**src/rtl/pipe_hazard_ctrl.sv**
```systemverilog
`default_nettype none
// ============================================================================
// Module   : pipe_hazard_ctrl
// Brief    : Stall/flush controller for a five-stage pipeline. It handles
//            load-use, redirect and data-memory wait hazards, with a timeout
//            watchdog and saturating performance counters.
// Revision : 1.0 - initial release
// ============================================================================
module pipe_hazard_ctrl #(
    parameter int MAX_WAIT = 16,
    parameter int CNT_W    = 32
) (
    input  logic             clk,
    input  logic             rst,
    input  logic [4:0]       id_rs1,
    input  logic [4:0]       id_rs2,
    input  logic             id_rs1_used,
    input  logic             id_rs2_used,
    input  logic             ex_rf_we,
    input  logic             ex_is_load,
    input  logic [4:0]       ex_rd,
    input  logic             ex_redirect,
    input  logic             mem_req,
    input  logic             mem_ready,
    output logic             pc_hold,
    output logic             if_id_hold,
    output logic             id_ex_hold,
    output logic             ex_mem_hold,
    output logic             if_id_bubble,
    output logic             id_ex_bubble,
    output logic             mem_wb_bubble,
    output logic             mem_err,
    output logic [CNT_W-1:0] stall_cnt,
    output logic [CNT_W-1:0] flush_cnt
);

    localparam int               c_wait_w  = $clog2(MAX_WAIT + 1);
    localparam logic [CNT_W-1:0] c_cnt_max = '1;

    typedef enum logic [1:0] {
        ST_IDLE = 2'd0,
        ST_WAIT = 2'd1,
        ST_ERR  = 2'd2
    } state_t;

    state_t              r_state;
    state_t              w_state_nxt;
    logic [c_wait_w-1:0] r_wait_cnt;
    logic [c_wait_w-1:0] w_wait_cnt_nxt;
    logic                r_mem_err;
    logic                w_err_set;
    logic [CNT_W-1:0]    r_stall_cnt;
    logic [CNT_W-1:0]    r_flush_cnt;
    logic                w_load_use;
    logic                w_mem_stall;
    logic                w_flush_evt;
    logic                w_any_hold;

    assign w_load_use = ex_is_load & ex_rf_we & (ex_rd != 5'd0) &
                        ((id_rs1_used & (id_rs1 == ex_rd)) |
                         (id_rs2_used & (id_rs2 == ex_rd)));

    assign w_mem_stall = ((r_state == ST_WAIT) & ~mem_ready) |
                         ((r_state == ST_IDLE) & mem_req & ~mem_ready) |
                         (r_state == ST_ERR);

    // Pipeline controls: one action per cycle, memory stall dominates
    always_comb begin
        pc_hold       = 1'b0;
        if_id_hold    = 1'b0;
        id_ex_hold    = 1'b0;
        ex_mem_hold   = 1'b0;
        if_id_bubble  = 1'b0;
        id_ex_bubble  = 1'b0;
        mem_wb_bubble = 1'b0;
        w_flush_evt   = 1'b0;
        if (!rst) begin
            if (w_mem_stall) begin
                pc_hold       = 1'b1;
                if_id_hold    = 1'b1;
                id_ex_hold    = 1'b1;
                ex_mem_hold   = 1'b1;
                mem_wb_bubble = 1'b1;
            end else if (ex_redirect) begin
                if_id_bubble = 1'b1;
                id_ex_bubble = 1'b1;
                w_flush_evt  = 1'b1;
            end else if (w_load_use) begin
                pc_hold      = 1'b1;
                if_id_hold   = 1'b1;
                id_ex_bubble = 1'b1;
            end
        end
    end

    assign w_any_hold = pc_hold | if_id_hold | id_ex_hold | ex_mem_hold;

    always_comb begin
        w_state_nxt    = r_state;
        w_wait_cnt_nxt = r_wait_cnt;
        w_err_set      = 1'b0;
        case (r_state)
            ST_IDLE: begin
                if (mem_req && !mem_ready) begin
                    w_state_nxt    = ST_WAIT;
                    w_wait_cnt_nxt = c_wait_w'(1);
                end
            end
            ST_WAIT: begin
                if (mem_ready) begin
                    w_state_nxt = ST_IDLE;
                end else if (r_wait_cnt == c_wait_w'(MAX_WAIT)) begin
                    w_state_nxt = ST_ERR;
                    w_err_set   = 1'b1;
                end else begin
                    w_wait_cnt_nxt = r_wait_cnt + c_wait_w'(1);
                end
            end
            ST_ERR:  w_state_nxt = ST_ERR;
            default: w_state_nxt = ST_IDLE;
        endcase
    end

    always_ff @(posedge clk) begin
        if (rst) begin
            r_state     <= ST_IDLE;
            r_wait_cnt  <= '0;
            r_mem_err   <= 1'b0;
            r_stall_cnt <= '0;
            r_flush_cnt <= '0;
        end else begin
            r_state    <= w_state_nxt;
            r_wait_cnt <= w_wait_cnt_nxt;
            if (w_err_set) begin
                r_mem_err <= 1'b1;
            end
            if (w_any_hold && (r_stall_cnt != c_cnt_max)) begin
                r_stall_cnt <= r_stall_cnt + 1'b1;
            end
            if (w_flush_evt && (r_flush_cnt != c_cnt_max)) begin
                r_flush_cnt <= r_flush_cnt + 1'b1;
            end
        end
    end

    assign mem_err   = r_mem_err;
    assign stall_cnt = r_stall_cnt;
    assign flush_cnt = r_flush_cnt;

endmodule
`default_nettype wire

```
**config.mk**
```make
export PLATFORM = sky130hd
export DESIGN_NAME = pipe_hazard_ctrl
export DESIGN_NICKNAME = d
export VERILOG_FILES = /design/src/rtl/pipe_hazard_ctrl.sv
export SDC_FILE = /design/constraint.sdc
export NUM_CORES = 1
export LEC_CHECK = 0
export ABC_AREA = 1
export BUFFER_PORTS_ARGS = -buffer_cell sky130_fd_sc_hd__buf_2
export CELL_PAD_IN_SITES_DETAIL_PLACEMENT = 1
export CELL_PAD_IN_SITES_GLOBAL_PLACEMENT = 1
export CORE_MARGIN = 1
export CORE_UTILIZATION = 30
export CTS_BUF_LIST = sky130_fd_sc_hd__clkbuf_4
export DETAILED_ROUTE_END_ITERATION = 10
export PLACE_DENSITY_LB_ADDON = 0.1
export SLEW_MARGIN = 20
export SYNTH_ARGS = -nofsm -noshare
export SYNTH_HDL_FRONTEND = slang
export SYNTH_SLANG_ARGS = --single-unit
```
**constraint.sdc**
```tcl
create_clock -name clk -period 4.8 [get_ports clk]
set_input_delay 0.96 -clock clk [delete_from_list [all_inputs] [get_ports clk]]
set_output_delay 0.96 -clock clk [all_outputs]
set_load 0.005 [all_outputs]
```
==> results.tsv <==
metric	value	unit
hpwl dp	11.8	mm
fin crit share	0.638	
DR iter-0 viols	131	
post-synth net total	788	
Slew Viols, Final	0	
DIE AREA	16100	um2
Setup Viol. Count Final	0	
Hold Slack	456	ps
worst path required time	3840	ps
Final Cell Area	5350	um2
top cells by area, synth	dfxtp_1 31%, nand2_1 21%, nor2_1 7.9%	
worst clock skew	7.56	ps
Longest Clk Path Bufs	2	
router iterations before antenna repair	4	
Hold Path End	mem_err	
H-tree levels	3	
Num CTS Buffers	9	
CTS sink cnt	72	
routed wire length	15.3	mm
hold_sp	mem_err	
Global Route Usage Sum	0.198	
Worst Max-Slew Pin Slew	606	ps
Routability Congestion	0.831	
Cell Pwr Density	191	nW/um2
nets@finish	871	
Syn Area/Cell	6.16	um2
DR vias	5013	
post-layout util	0.352	
setup tns final	0	ps
Critical Path Sink Type	output pin	
run status	finished clean	
critical path class	in2out	
Syn. warnings	0	
post-synthesis sequential area ratio	0.308	
r2r startpoint	stall_cnt[0]	
Worst Setup Start Kind	input pin	
CTS tree	done	
share of post-route cells with drive strength above 1	0.156	
Starting Density	0.308	
Cell Rows	45	
CP arrival	2100	ps
Post-route DRC	0	
Slowest-stage cell, CP	nand2_2	
cell chain of the critical path	buf_2, nor2_1, o21ai_0, nand2_1, inv_1, nor2_1, inv_1, nand2_2, buf_2	
Synth top area share	0.308	
Die W	127	um
Crit path max-delay family	simple AND/OR/NAND/NOR gates	
via/cell ratio	4.83	
Routed Antenna Nets	0	
class of the worst hold path	reg2reg	
worst vdd ir	0.0752	mV
wire per inst	14.7	um
r2r endpoint	stall_cnt[7]	
Hold Vio Cnt, Final	0	
Mapped Cells	760	
R2R depth	9	
internal reg-to-reg setup slack	2090	ps
Die Y	127	um
dpl cell area	5240	um2
filler cell count	2058	
highest cell delay on the worst timing path	230	ps
Boundary Pins	96	
clk root buf	clkbuf_4	
max-cap violations	0	
pin count of the biggest net entering global routing	55	
I/O Buffers	95	
distinct cell type count after synthesis	28	
area grow syn2layout	14.2	%
# Post-CTS Setup Buffers	0	
synthesis-stage register bit count	72	
vias in the first global route	5172	
WP buf/inv	4	
hold path cells	2	
Tmin final	3060	ps
post-cts resize count	0	
fmax	326	MHz
Rel. slew slack	0.593	
GRT overflow	0	
crit-path max FO	12	
initial antenna violation count	1	
Netlist Area Pre-Place	4680	um2
Leakage	2.17	nW
CTS Hold Bufs	0	
global-route wire length before repair	25.2	mm
Yosys top cell by area	dfxtp_1	
RSZ-0062 raised after global routing	false	
Worst-path clk slew	120	ps
Core ar.	15200	um2
worst skew pair latency	450	ps
layout make-up:
type                            count  area, um2  share of cell area
Antenna cell                        1       2.50            0.000468
Clock buffer                        9       67.6              0.0126
Clock inverter                      7       38.8             0.00725
Inverter                           75        282              0.0527
Multi-Input combinational cell    588       2790               0.522
Sequential cell                    72       1440               0.270
Tap cell                          188        235              0.0440
Timing Repair Buffer               97        490              0.0917
power by group:
group | switching [mW] | internal (mW)
combinational | 0.0540 | 0.0235
sequential | 0.00397 | 0.601
clock | 0.239 | 0.101
Yosys cell counts:
cell and number:
buf_6 8, xnor2_1 9, inv_1 71, dfxtp_1 72
nand3b_1 10, nor2_2 3, nor4_2 1, nand2_4 1
a211oi_1 1, buf_2 4, nor3_4 2, buf_4 3
o21ai_0 11, nor3_1 29, nand4_4 1, xor2_1 28
nand2_2 3, nor3_2 4, ha_1 4, inv_2 4
a21oi_1 61, nand3_2 1, buf_1 1, nor2_1 99
clkbuf_1 9, nand4_1 9, nand2_1 258, nand3_1 53
logic make-up (layout without fill, tap and decap cells):
logic type               count (synthesis)  in the layout  share of synthesized area
buffers and inverters                  100            188                     0.0965
AND/OR/NAND/NOR                        474            474                      0.437
other                                    0              1                          0
adder cells (fa/ha/maj)                  4              4                     0.0107
flip-flops                              72             72                      0.308
AO/OA/AOI/OAI                           73             73                     0.0786
XOR/XNOR                                37             37                     0.0692
routing by layer:
metal	vias up	wire length, um	track usage
met3	22	320	0.0240
met5	-	0	0
li1	2571	-	-
met2	75	7730	0.363
met4	0	386	0.0896
met1	2345	6810	0.229
worst reg2reg max path: cells and delay by family, from the launching register on:
family / cells / cell delay [ps]
buffers and inverters: 1 / 90
AND/OR/NAND/NOR: 6 / 1550
adder cells (fa/ha/maj): 1 / 360
flip-flops: 1 / 500
AO/OA/AOI/OAI: 1 / 140
sequential cells by signal, summed over array words and instances, names as in the netlist:
signal / count
mem_err: 1
stall_cnt: 32
r_wait_cnt: 5
flush_cnt: 32
r_state: 2
cells in the final DEF, fill, tap and decap left out, types with 9 or more instances in the layout:
cell type  netlist  final
nand2_1        258    258
nor2_1          99     99
buf_2            4     95
dfxtp_1         72     72
inv_1           71     71
a21oi_1         61     61
nand3_1         53     53
nor3_1          29     29
xor2_1          28     28
o21ai_0         11     11
nand3b_1        10     10
nand4_1          9      9
xnor2_1          9      9
clkbuf_4         0      9
metrics by stage:
step                      instances  power [mW]  worst slack [ps]
final                          1037        1.02              1740
after floorplan                 760       0.673              1840
after global placement         1020       0.695              1690
after global routing           1037        1.08              1590
after CTS                      1036        1.05              1700
after detailed placement       1020       0.698              1550
how the worst max path moves through the flow:
stage / start / endpoint / slack, ps / cells after the start
floorplan: mem_ready / pc_hold / 1840 / 9
global placement: rst / flush_cnt[24] / 1690 / 9
detailed placement: rst / flush_cnt[24] / 1550 / 9
CTS: mem_ready / if_id_hold / 1700 / 9
global route: mem_ready / if_id_hold / 1590 / 9
finish: mem_ready / pc_hold / 1740 / 9
Note: power is estimated with default switching activity, not from simulation.
